`src/rtl/capture_sequencer_if.sv`:
```
// Sample-path / capture-FIFO write-port bundle between the ADC stream and the capture FIFO.
// A write transfers when wr_en is high at a rising clk edge; the sequencer only raises
// wr_en when sample_valid is high and full is low in the same cycle.
interface capture_sequencer_if;
  logic sample_valid;
  logic full;
  logic empty;
  logic wr_en;

  // master: the sequencer (issues writes); slave: the ADC / FIFO side
  modport master (input sample_valid, input full, input empty, output wr_en);
  modport slave  (output sample_valid, output full, output empty, input wr_en);
endinterface

```
`src/rtl/capture_sequencer.sv`:
```
// Capture sequencer: writes decimated ADC samples into the capture FIFO with programmable
// length, optional continuous re-arming with hold-off, abort and status outputs.
module capture_sequencer #(
  parameter int CNT_W  = 16,
  parameter int DEC_W  = 8,
  parameter int HOLD_W = 16
) (
  input  logic                 clk,
  input  logic                 rstn,
  input  logic                 start,
  input  logic                 stop,
  input  logic                 mode_cont,
  input  logic [CNT_W-1:0]     cap_len,
  input  logic [DEC_W-1:0]     decim,
  input  logic [HOLD_W-1:0]    holdoff,
  capture_sequencer_if.master  sif,
  output logic [3:0]           state,
  output logic [CNT_W-1:0]     sample_cnt,
  output logic [15:0]          capture_cnt,
  output logic                 done,
  output logic                 truncated
);

  typedef enum logic [3:0] {
    S_IDLE    = 4'b0001,
    S_CAPTURE = 4'b0010,
    S_DRAIN   = 4'b0100,
    S_HOLD    = 4'b1000
  } state_t;

  state_t state_q, state_d;

  logic [CNT_W-1:0]  cap_len_l;
  logic [DEC_W-1:0]  decim_l;
  logic              mode_cont_l;
  logic [HOLD_W-1:0] holdoff_l;
  logic [DEC_W-1:0]  dc;
  logic [DEC_W-1:0]  dec_eff;
  logic [HOLD_W-1:0] hold_cnt;
  logic              stop_seen;

  logic wr_en_c;
  logic latch_cfg;
  logic run_clr;
  logic clr_trunc;
  logic set_trunc;
  logic set_stop;
  logic cap_done;
  logic hold_clr;

  assign dec_eff = (decim_l == '0) ? DEC_W'(1) : decim_l;

  always_comb begin
    state_d   = state_q;
    wr_en_c   = 1'b0;
    latch_cfg = 1'b0;
    run_clr   = 1'b0;
    clr_trunc = 1'b0;
    set_trunc = 1'b0;
    set_stop  = 1'b0;
    cap_done  = 1'b0;
    hold_clr  = 1'b0;
    case (state_q)
      S_IDLE: begin
        if (start) begin
          latch_cfg = 1'b1;
          // cap_len is what gets latched this edge, so a zero length is rejected here
          if (cap_len != '0) begin
            state_d   = S_CAPTURE;
            run_clr   = 1'b1;
            clr_trunc = 1'b1;
          end
        end
      end
      S_CAPTURE: begin
        wr_en_c = sif.sample_valid && (dc == '0) && !sif.full;
        if (wr_en_c && (sample_cnt == cap_len_l - CNT_W'(1))) begin
          state_d  = S_DRAIN;
          set_stop = stop;
        end else if (sif.full) begin
          state_d   = S_DRAIN;
          set_trunc = 1'b1;
        end else if (stop) begin
          state_d   = S_DRAIN;
          set_trunc = 1'b1;
          set_stop  = 1'b1;
        end
      end
      S_DRAIN: begin
        if (sif.empty) begin
          cap_done = 1'b1;
          hold_clr = 1'b1;
          state_d  = (mode_cont_l && !stop_seen) ? S_HOLD : S_IDLE;
        end
      end
      S_HOLD: begin
        if (stop) begin
          state_d = S_IDLE;
        end else if ((holdoff_l == '0) || (hold_cnt == holdoff_l - HOLD_W'(1))) begin
          state_d = S_CAPTURE;
          run_clr = 1'b1;
        end
      end
      default: state_d = S_IDLE;
    endcase
  end

  always_ff @(posedge clk or negedge rstn) begin
    if (!rstn) begin
      state_q <= S_IDLE;
    end else begin
      state_q <= state_d;
    end
  end

  always_ff @(posedge clk or negedge rstn) begin
    if (!rstn) begin
      cap_len_l   <= '0;
      decim_l     <= '0;
      mode_cont_l <= 1'b0;
      holdoff_l   <= '0;
      dc          <= '0;
      hold_cnt    <= '0;
      stop_seen   <= 1'b0;
      sample_cnt  <= '0;
      capture_cnt <= '0;
      done        <= 1'b0;
      truncated   <= 1'b0;
    end else begin
      done <= cap_done;
      if (latch_cfg) begin
        cap_len_l   <= cap_len;
        decim_l     <= decim;
        mode_cont_l <= mode_cont;
        holdoff_l   <= holdoff;
      end
      if (run_clr) begin
        sample_cnt <= '0;
        dc         <= '0;
      end else if (state_q == S_CAPTURE) begin
        if (wr_en_c) sample_cnt <= sample_cnt + CNT_W'(1);
        if (sif.sample_valid) dc <= (dc == dec_eff - DEC_W'(1)) ? '0 : dc + DEC_W'(1);
      end
      if (clr_trunc) truncated <= 1'b0;
      else if (set_trunc) truncated <= 1'b1;
      // stop_seen only blocks the re-arm decision in DRAIN, so it is consumed there
      if (cap_done) stop_seen <= 1'b0;
      else if (set_stop) stop_seen <= 1'b1;
      if (cap_done) capture_cnt <= capture_cnt + 16'd1;
      if (hold_clr) hold_cnt <= '0;
      else if (state_q == S_HOLD) hold_cnt <= hold_cnt + HOLD_W'(1);
    end
  end

  assign sif.wr_en = wr_en_c;
  assign state     = state_q;

endmodule

```
`src/flat_wrapper.sv`:
```
// flat-port wrapper written by rule: the top's interface ports become plain ports
module capture_sequencer_flat 
#(
  parameter int CNT_W  = 16,
  parameter int DEC_W  = 8,
  parameter int HOLD_W = 16
)
  (clk, rstn, start, stop, mode_cont, cap_len, decim, holdoff, state, sample_cnt, capture_cnt, done, truncated, sif_sample_valid, sif_full, sif_empty, sif_wr_en);
  capture_sequencer_if sif_i ();
  input  logic clk;
  input  logic rstn;
  input  logic start;
  input  logic stop;
  input  logic mode_cont;
  input  logic [CNT_W-1:0] cap_len;
  input  logic [DEC_W-1:0] decim;
  input  logic [HOLD_W-1:0] holdoff;
  output logic [3:0] state;
  output logic [CNT_W-1:0] sample_cnt;
  output logic [15:0] capture_cnt;
  output logic done;
  output logic truncated;
  input wire logic [$bits(sif_i.sample_valid)-1:0] sif_sample_valid;
  input wire logic [$bits(sif_i.full)-1:0] sif_full;
  input wire logic [$bits(sif_i.empty)-1:0] sif_empty;
  output wire logic [$bits(sif_i.wr_en)-1:0] sif_wr_en;
  assign sif_i.sample_valid = sif_sample_valid;
  assign sif_i.full = sif_full;
  assign sif_i.empty = sif_empty;
  assign sif_wr_en = sif_i.wr_en;
  capture_sequencer #(.CNT_W(CNT_W), .DEC_W(DEC_W), .HOLD_W(HOLD_W)) u_core (.clk(clk), .rstn(rstn), .start(start), .stop(stop), .mode_cont(mode_cont), .cap_len(cap_len), .decim(decim), .holdoff(holdoff), .sif(sif_i), .state(state), .sample_cnt(sample_cnt), .capture_cnt(capture_cnt), .done(done), .truncated(truncated));
endmodule
```
`config.mk`:
```
export PLATFORM = sky130hd
export DESIGN_NAME = capture_sequencer_flat
export DESIGN_NICKNAME = d
export VERILOG_FILES = /design/src/rtl/capture_sequencer_if.sv /design/src/rtl/capture_sequencer.sv /design/src/flat_wrapper.sv
export SDC_FILE = /design/constraint.sdc
export NUM_CORES = 1
export LEC_CHECK = 0
export ABC_AREA = 1
export BUFFER_PORTS_ARGS = -buffer_cell sky130_fd_sc_hd__buf_2
export CAP_MARGIN = 10
export CORE_MARGIN = 5
export CORE_UTILIZATION = 45
export CTS_BUF_LIST = sky130_fd_sc_hd__clkbuf_16
export DETAILED_ROUTE_END_ITERATION = 8
export PLACE_DENSITY = 0.77
export REMOVE_ABC_BUFFERS = 1
export SLEW_MARGIN = 20
export SYNTH_ARGS = -nofsm -noshare
export SYNTH_HDL_FRONTEND = slang
export SYNTH_SLANG_ARGS = --single-unit
```
`constraint.sdc`:
```
create_clock -name clk -period 3.51 [get_ports clk]
set_input_delay 0.351 -clock clk [delete_from_list [all_inputs] [get_ports clk]]
set_output_delay 0.351 -clock clk [all_outputs]
set_load 0.03 [all_outputs]
```
==> out/metrics.cfg, run 1 <==
[status]
status=finished with violations
violations=negative hold slack

[logic_synthesis]
ys_ff_latch=104
async_reset_ff_share_pct=100
ys_seq_area_share_pct=41.1
synth-edff-count=0
netlist.area_leader.share_pct=40.7
syn_area_mm2=0.00633
syn_avg_cell_area_um2=7.88
netlist_top_cells_area=dfrtp_1 (41%), nand2_1 (10%), nor2_1 (6.0%)
syn-instance-count=804
yosysUniqueCellTypes=46
ys_warn_count=0
ys_top_cells_by_count=nand2_1 (175), dfrtp_1 (103), nor2_1 (101)
synth_top_area_cell=dfrtp_1
synth-main-ff-cell=dfrtp_1
post-synth-top-count-cell=nand2_1

[sta]
hold_violations=12
fmax_mhz=388
fin_crit_ns=2.58
rsz0062_at_grt=no
tns_ns=0
relSlewSlack_pct=41.8
setup_viol=0
period_share_pct=73.4
skew_ns=0.0101
drv_slew=0
worst_pin_slew_ns=0.862
finalWorstSetupSlack_ns=0.933
holdWs_ns=-0.0182

[detailed_routing]
routed_wirelength_um=14100
wl_per_cell_um=13.1
detail-route-antenna-nets=0
firstDrtPassIters=5
route.detailed.drc=0
viasPerCell=4.99
via_count=5377
drt_iter0_drc=350

[clock_network]
clock_latency_ns=0.35
hold_buffers=0
cts_htree_levels=3
clock_path_buffers=2
post_cts_buffers=0
cts-buffers-inserted=9
cts_tree=yes
cts_resized=0
clockRootBuffer=clkbuf_16
clk_pin_slew_worst_paths_ns=0.07
numClockSinks=104

[die]
start_util_pct=45.8
die_y_um=129
rows=43
io_pins=87
core_mm2=0.0138
dieWidth_um=129
die_area_mm2=0.0165

[critical_path]
path_cells=or2_1 -> nor2_1 -> a31oi_2 -> ha_1 -> nand3_1 -> xnor2_1 -> nand2_1 -> nor2_1 -> nand3_1 -> nor2_1 -> nand3_1 -> nor2_2 -> nor3_2
critPathTopFamily=simple AND/OR/NAND/NOR gates
path_buf_inv=0
reg2reg_depth=13
crit_end=u_core.dc[4]$_DFFE_PN0P_
start_kind=flop
max_stage_delay_ns=0.42
required_ns=3.72
r2r_setup_slack_ns=0.93
worstPathMaxFanout=6
worstReg2RegEnd=u_core.dc[4]$_DFFE_PN0P_
reg2reg_from=u_core.decim_l[5]$_DFFE_PN0P_
cp-startpoint=u_core.decim_l[5]$_DFFE_PN0P_
setup.worst_path.end_class=flop
critPathArrivalTime_ns=2.78
worstSetupPathType=flop to flop
path_depth=13
slowest_stage=dfrtp_1

[global_route]
grt_max_degree=63
gr-usage-met3_pct=4.23
grtUsageTotal_pct=18.1
grtUsageMet1_pct=23.7
first_global_vias=5162
met2_usage_pct=30.6
overflow=0
grt_pass1_wl_um=24300
grt_busiest_layer=met2
antenna_found_initial=0

[final_layout]
fin_area_mm2=0.00728
drive_gt1_share_pct=19.7
final_core_util_pct=52.7
area_delta_synth_final_pct=15.0
layout.nets=948
diodes=0

[flow_run]
drv_cap=0

[power]
p_per_area_mw_per_mm2=683
p_leak_nw=3.64
peakVddDrop_mv=0.334

[placed_design]
pre_cts_slack_ns=0.955
gp_congestion=0.901
portBuffers=86
dpl-instance-area_mm2=0.00697
place.detailed.hpwl_um=10900

[min_path]
hold_path_class=primary input to asynchronous set/reset pin

==> cell type report <==
| class | instances | area (µm²) |
|---|---|---|
| multi-input cells | 580 | 3270 |
| flip-flops and latches | 104 | 2600 |
| clock buffers | 9 | 225 |
| inverters | 108 | 407 |
| well taps | 180 | 225 |
| repair buffers | 89 | 468 |
| fillers | 1288 | 6540 |
| clock inverters | 7 | 88.8 |
==> cell usage in the layout, fill, tap and decap left out, types with 2 or more instances in the layout <==
cell type	count
nand2_1	174
dfrtp_1	103
nor2_1	101
inv_1	101
buf_2	85
nand3_1	48
xor2_1	38
a21oi_1	31
o21ai_0	31
xnor2_1	22
nand4_1	17
nor2_2	15
nor3_2	14
mux2_2	13
nor3_1	12
nand3b_1	9
clkbuf_16	9
ha_1	8
inv_2	7
nand2_2	6
nor2_4	5
nor3b_1	4
nor3_4	4
o21ai_1	3
buf_4	3
a31oi_1	2
nor4_1	2
o21bai_1	2
and3_1	2
or2_1	2
clkinv_2	2
nand3_2	2
bufinv_16	2
==> worst register-to-register path, stage by stage (launching register included) <==
cell	delay (ns)
dfrtp_1	0.42
or2_1	0.28
nor2_1	0.16
a31oi_2	0.17
ha_1	0.26
nand3_1	0.13
xnor2_1	0.13
nand2_1	0.06
nor2_1	0.09
nand3_1	0.08
nor2_1	0.09
nand3_1	0.15
nor2_2	0.35
nor3_2	0.07
==> how the worst min path moves through the flow <==
stage / startpoint / to / slack [ns] / cells past startpoint
after floorplan: rstn / u_core.cap_len_l[0]$_DFFE_PN0P_ / 0.06 / 0
after global placement: rstn / u_core.sample_cnt[13]$_DFFE_PN0P_ / 0.38 / 1
after detailed placement: rstn / u_core.sample_cnt[13]$_DFFE_PN0P_ / 0.38 / 1
after CTS: rstn / u_core.sample_cnt[13]$_DFFE_PN0P_ / 0.003 / 1
after global routing: rstn / u_core.sample_cnt[13]$_DFFE_PN0P_ / 0.02 / 1
final: rstn / u_core.sample_cnt[13]$_DFFE_PN0P_ / -0.02 / 1
==> flip-flops by register name, indices dropped and copies added (netlist names) <==
name / cells
u_core.hold_cnt: 16
u_core.stop_seen: 1
u_core.cap_len_l: 16
u_core.truncated: 1
u_core.mode_cont_l: 1
u_core.dc: 8
u_core.holdoff_l: 16
u_core.done: 1
u_core.state: 4
u_core.capture_cnt: 16
u_core.sample_cnt: 16
u_core.decim_l: 8
==> power breakdown <==
group	leakage [nW]	switching (mW)	total (mW)	internal [mW]
clock	0.154	0.447	1.07	0.620
sequential	1.33	0.383	1.93	1.54
combinational	2.15	1.21	1.98	0.768
==> layer usage <==
metal  part of all wire (%)  vias to the layer above  wire [µm]
met5                      0                        -          0
met4                   0.71                        0        100
met3                    4.0                       12        560
met2                     50                       97       7050
met1                     45                     2515       6360
li1                       -                     2753          -
==> logic make-up (layout without fill, tap and decap cells) <==
family	count (synthesis)	in the layout	share of synthesized area (%)
DFF	104	104	41.1
buffers and inverters	120	213	7.37
AOI/OAI and AO/OA	75	75	6.52
xor gates and xnor gates	61	61	8.67
muxes	13	13	2.31
and+or+nand+nor	423	423	32.4
adders and majority gates	8	8	1.58
==> through the flow <==
step,total power [mW],hold slack [ns],instances
after global placement,3.87,0.375,1061
after global routing,5.41,0.0206,1077
after floorplan,3.43,0.0554,792
final,4.97,-0.0182,1077
after detailed placement,3.92,0.377,1061
after CTS,5.01,0.00286,1077
Note: power is estimated with default switching activity, not from simulation.
==> run 2, diff against run 1 <==
- PLACE_DENSITY: 0.77 -> 0.79
- clock period: 3.51 -> 2.15 ns (I/O delays scaled with it)
==> out/metrics.cfg, run 2 (synthesis results as in run 1) <==
[die]
dieWidth_um=129
io_pins=87
die_area_mm2=0.0165
start_util_pct=45.8
core_mm2=0.0138
die_y_um=129
rows=43

[critical_path]
path_cells=or2_4 -> nor2_4 -> a31oi_4 -> ha_4 -> nand3_4 -> xnor2_2 -> nand2_1 -> nor2_1 -> nand3_1 -> nor2_1 -> nand3_1 -> nor2_2 -> buf_6 -> nor3_2
critPathArrivalTime_ns=2.49
path_depth=14
max_stage_delay_ns=0.38
worstSetupPathType=flop to flop
setup.worst_path.end_class=flop
required_ns=2.39
slowest_stage=dfrtp_1
path_buf_inv=1
worstReg2RegEnd=u_core.dc[2]$_DFFE_PN0P_
crit_end=u_core.dc[2]$_DFFE_PN0P_
worstPathMaxFanout=6
start_kind=flop
cp-startpoint=u_core.decim_l[5]$_DFFE_PN0P_
reg2reg_depth=14
r2r_setup_slack_ns=-0.1
critPathTopFamily=simple AND/OR/NAND/NOR gates
reg2reg_from=u_core.decim_l[5]$_DFFE_PN0P_

[detailed_routing]
route.detailed.drc=0
detail-route-antenna-nets=0
viasPerCell=5.02
firstDrtPassIters=5
routed_wirelength_um=15000
wl_per_cell_um=13.5
drt_iter0_drc=301
via_count=5558

[power]
p_per_area_mw_per_mm2=1110
p_leak_nw=3.81
peakVddDrop_mv=0.570
power_mw=8.57

[clock_network]
cts-buffers-inserted=9
clock_latency_ns=0.36
clock_path_buffers=2
numClockSinks=104
cts_tree=yes
clockRootBuffer=clkbuf_16
clk_pin_slew_worst_paths_ns=0.07
cts_htree_levels=3

[final_layout]
drive_gt1_share_pct=25.4
most-common-layout-cells=nand2_1 (172), dfrtp_1 (103), inv_1 (97)
area_delta_synth_final_pct=21.4
diodes=0
final_core_util_pct=55.6
final_common_cell=nand2_1
fin_area_mm2=0.00769
layoutNonFillerInstCount=1108
layout.nets=979

[placed_design]
gp_congestion=0.877
place.detailed.hpwl_um=11100
dpl-instance-area_mm2=0.00717
portBuffers=86
dp.cells=1085

[status]
status=finished with violations
violations=negative setup slack

[global_route]
grt_max_degree=105
antenna_found_initial=0
gr-usage-met3_pct=2.86
met2_usage_pct=32.0
grt_pass1_wl_um=24800
grtUsageMet1_pct=22.9
overflow=0
grtUsageTotal_pct=18.4
first_global_vias=5380
grt_busiest_layer=met2

[sta]
rsz0062_at_grt=yes
period_share_pct=105
drv_slew=0
setup_viol=23
worst_pin_slew_ns=0.569
hold_violations=0
skew_ns=0.00968
tns_ns=-1.57
relSlewSlack_pct=62.1
fmax_mhz=445
fin_crit_ns=2.25
finalWorstSetupSlack_ns=-0.0979

[min_path]
hold_path_class=primary input to flop

[flow_run]
drv_cap=0

## run 2: cell count changes in the layout (fill, tap and decap cells not counted), moves of 4 or more
cell    before  now
buf_4        3   28
nor2_1     101   90
nor2_2      15   21
inv_2        7   12
nor2_4       5   10
inv_1      101   97
## run 2: power by group
part	switching (mW)	leakage [nW]	total (mW)	internal [mW]
Sequential	0.614	1.33	3.13	2.52
Combinational	2.23	2.35	3.87	1.65
Clock	0.773	0.135	1.56	0.788
## run 2: final cells by class
class,instances,area [µm²]
Inverter,108,407
Sequential cell,104,2600
Fill cell,1277,6140
Tap cell,180,225
Clock buffer,9,225
Timing Repair Buffer,120,769
Clock inverter,7,48.8
Multi-Input combinational cell,580,3410
## run 2: worst min-delay path by stage
| stage | start | endpoint | depth (start not counted) |
|---|---|---|---|
| finish | holdoff[13] | u_core.holdoff_l[13]$_DFFE_PN0P_ | 2 |
| global route | holdoff[15] | u_core.holdoff_l[15]$_DFFE_PN0P_ | 2 |
| CTS | holdoff[13] | u_core.holdoff_l[13]$_DFFE_PN0P_ | 2 |
| detailed placement | rstn | u_core.sample_cnt[9]$_DFFE_PN0P_ | 2 |
| global placement | rstn | u_core.sample_cnt[12]$_DFFE_PN0P_ | 2 |
| floorplan | rstn | u_core.cap_len_l[0]$_DFFE_PN0P_ | 0 |
## run 2: per-layer routing
metal / share of wire, % / up-vias
met1: 43 / 2598
met5: 0 / -
met3: 3.6 / 21
met2: 51 / 116
li1: - / 2823
met4: 2.2 / 0
## run 2: timing repair
action / 4_1_cts / 5_1_grt
endpoints found under the hold margin: 103 / 0
cloned: 0 / 2
pin swaps: 0 / 17
gates resized for setup: 8 / 35
hold buffers: 1 / 0
setup endpoints to repair: 25 / 32
setup buffers: 1 / 3
## run 2: through the flow
step                hold WS, ns  setup WS, ns
finish                   0.0820       -0.0979
global route             0.0748        -0.257
CTS                      0.0691       0.00999
detailed placement        0.336        -0.101
global placement          0.326       -0.0178
floorplan               -0.0806        -0.401
==> run 3, diff against run 2 <==
==> constraint.sdc (replaced) <==
create_clock -name clk -period 2.15 [get_ports clk]
set_input_delay 0.215 -clock clk [delete_from_list [all_inputs] [get_ports clk]]
set_output_delay 0.215 -clock clk [all_outputs]
set_load 0.1 [all_outputs]
==> out/metrics.cfg, run 3 (synthesis results as in run 1) <==
[die]
dieWidth_um=129
core_mm2=0.0138
start_util_pct=45.8
die_y_um=129
die_area_mm2=0.0165
io_pins=87
rows=43

[critical_path]
max_stage_delay_ns=0.38
reg2reg_depth=14
path_cells=or2_4 -> nor2_4 -> a31oi_4 -> ha_2 -> nand3_4 -> xnor2_2 -> nand2_1 -> nor2_1 -> nand3_1 -> nor2_1 -> nand3_2 -> nor2_2 -> buf_6 -> nor3_2
cp-startpoint=u_core.decim_l[5]$_DFFE_PN0P_
reg2reg_from=u_core.decim_l[5]$_DFFE_PN0P_
slowest_stage=dfrtp_1
worstPathMaxFanout=6
r2r_setup_slack_ns=-0.05
critPathTopFamily=simple AND/OR/NAND/NOR gates
worstReg2RegEnd=u_core.dc[4]$_DFFE_PN0P_
cpMostUsedCell=nor2_1
setup.worst_path.end_class=flop
path_buf_inv=1
crit_end=u_core.dc[4]$_DFFE_PN0P_
required_ns=2.39
worstSetupPathType=flop to flop
start_kind=flop
critPathArrivalTime_ns=2.43
path_depth=14

[global_route]
grtUsageTotal_pct=18.4
grt_pass1_wl_um=24700
overflow=0
grt_max_degree=59
first_global_vias=5312
antenna_found_initial=1

[placed_design]
dp.cells=1088
pre_cts_slack_ns=-0.104
portBuffers=86
place.detailed.hpwl_um=11300
gp_congestion=0.882

[flow_run]
drv_cap=0

[detailed_routing]
routed_wirelength_um=14900
wl_per_cell_um=13.4
top_layer_used=met4
viasPerCell=5.05
wl_met3_um=606
dr_wl_met2_um=7740
route.detailed.drc=0
detail-route-antenna-nets=0
drt_iter0_drc=306
via_count=5614
firstDrtPassIters=4
met1_length_um=6280

[sta]
skew_ns=0.0127
relSlewSlack_pct=65.1
rsz0062_at_grt=yes
fin_crit_ns=2.20
finalWorstSetupSlack_ns=-0.0453
drv_slew=0
setup_viol=17
worst_pin_slew_ns=0.527
period_share_pct=102
fmax_mhz=456
hold_violations=0

[clock_network]
cts-buffers-inserted=9
cts_htree_levels=3
clock_path_buffers=2
clock_latency_ns=0.36
cts_tree=yes
numClockSinks=104
clockRootBuffer=clkbuf_16
clk_pin_slew_worst_paths_ns=0.07

[final_layout]
area_delta_synth_final_pct=21.7
final_common_cell=nand2_1
drive_gt1_share_pct=25.9
layoutNonFillerInstCount=1111
fillCellCount=1215
final_core_util_pct=55.8
layout.nets=981
most-common-layout-cells=nand2_1 (172), dfrtp_1 (102), inv_1 (95)

[power]
p_leak_nw=3.79
power_mw=9.03
p_switching_mw=4.08
power_frac_comb_pct=47.8
seqPwrFrac_pct=34.7
peakVddDrop_mv=0.571
internal_power_mw=4.95
p_per_area_mw_per_mm2=1170
clkPwrFrac_pct=17.5
swShare_pct=45.1

[status]
violations=negative setup slack
status=finished with violations

[min_path]
hold_path_class=primary input to flop

-- run 3: worst min path at each step --
stage / slack (ns) / start / depth (start not counted) / end
6_report: 0.09 / holdoff[10] / 2 / u_core.holdoff_l[10]$_DFFE_PN0P_
5_1_grt: 0.08 / holdoff[10] / 2 / u_core.holdoff_l[10]$_DFFE_PN0P_
4_1_cts: 0.07 / holdoff[7] / 2 / u_core.holdoff_l[7]$_DFFE_PN0P_
3_5_place_dp: 0.22 / rstn / 1 / u_core.sample_cnt[12]$_DFFE_PN0P_
3_3_place_gp: 0.22 / rstn / 1 / u_core.sample_cnt[12]$_DFFE_PN0P_
2_1_floorplan: -0.08 / rstn / 0 / u_core.cap_len_l[0]$_DFFE_PN0P_
-- run 3: through the flow --
stage | setup TNS, ns | hold slack [ns] | area, µm²
3_5_place_dp | -0.651 | 0.223 | 7210
6_report | -0.539 | 0.0876 | 7710
4_1_cts | -0.106 | 0.0750 | 7530
5_1_grt | -5.27 | 0.0756 | 7710
2_1_floorplan | -38.53 | -0.0806 | 6270
3_3_place_gp | -0.0793 | 0.219 | 7210
-- run 3: power groups by stage --
| stage | registers, mW | clock network, mW | logic, mW |
|---|---|---|---|
| 3_5_place_dp | 3.14 | 0 | 3.99 |
| 3_3_place_gp | 3.12 | 0 | 3.90 |
| 4_1_cts | 3.11 | 1.62 | 4.05 |
| 5_1_grt | 3.23 | 1.71 | 4.79 |
| 2_1_floorplan | 3.62 | 0 | 2.42 |
| 6_report | 3.14 | 1.58 | 4.32 |
-- run 3: per-layer routing --
| metal | track usage [%] | vias up |
|---|---|---|
| met5 | 0 | - |
| met4 | 5.99 | 0 |
| met3 | 3.24 | 22 |
| met2 | 32.3 | 110 |
| met1 | 23.1 | 2654 |
| li1 | - | 2828 |
-- run 3: layout make-up --
type	count	area, µm²	share of cell area (%)
multi-input combinational	580	3400	44.1
sequential	104	2610	33.8
timing repair buffer	122	787	10.2
inverter	108	407	5.27
clock buffer	9	225	2.92
tap	180	225	2.92
clock inverter	7	56.3	0.730
antenna	1	2.50	0.0325
-- run 3: worst register-to-register path: stages, from the launching register on --
cell,delay (ns)
dfrtp_1,0.38
or2_4,0.26
nor2_4,0.14
a31oi_4,0.10
ha_2,0.23
nand3_4,0.10
xnor2_2,0.11
nand2_1,0.06
nor2_1,0.09
nand3_1,0.08
nor2_1,0.12
nand3_2,0.11
nor2_2,0.11
buf_6,0.14
nor3_2,0.04
-- run 3: what timing repair did --
item                                   in CTS  in global routing
endpoints found under the hold margin      35                  0
setup endpoints to repair                  10                 36
setup buffers                               1                  2
hold buffers                                1                  0
pin swaps                                   0                 20
gates resized for setup                     7                 34
gates cloned                                0                  2
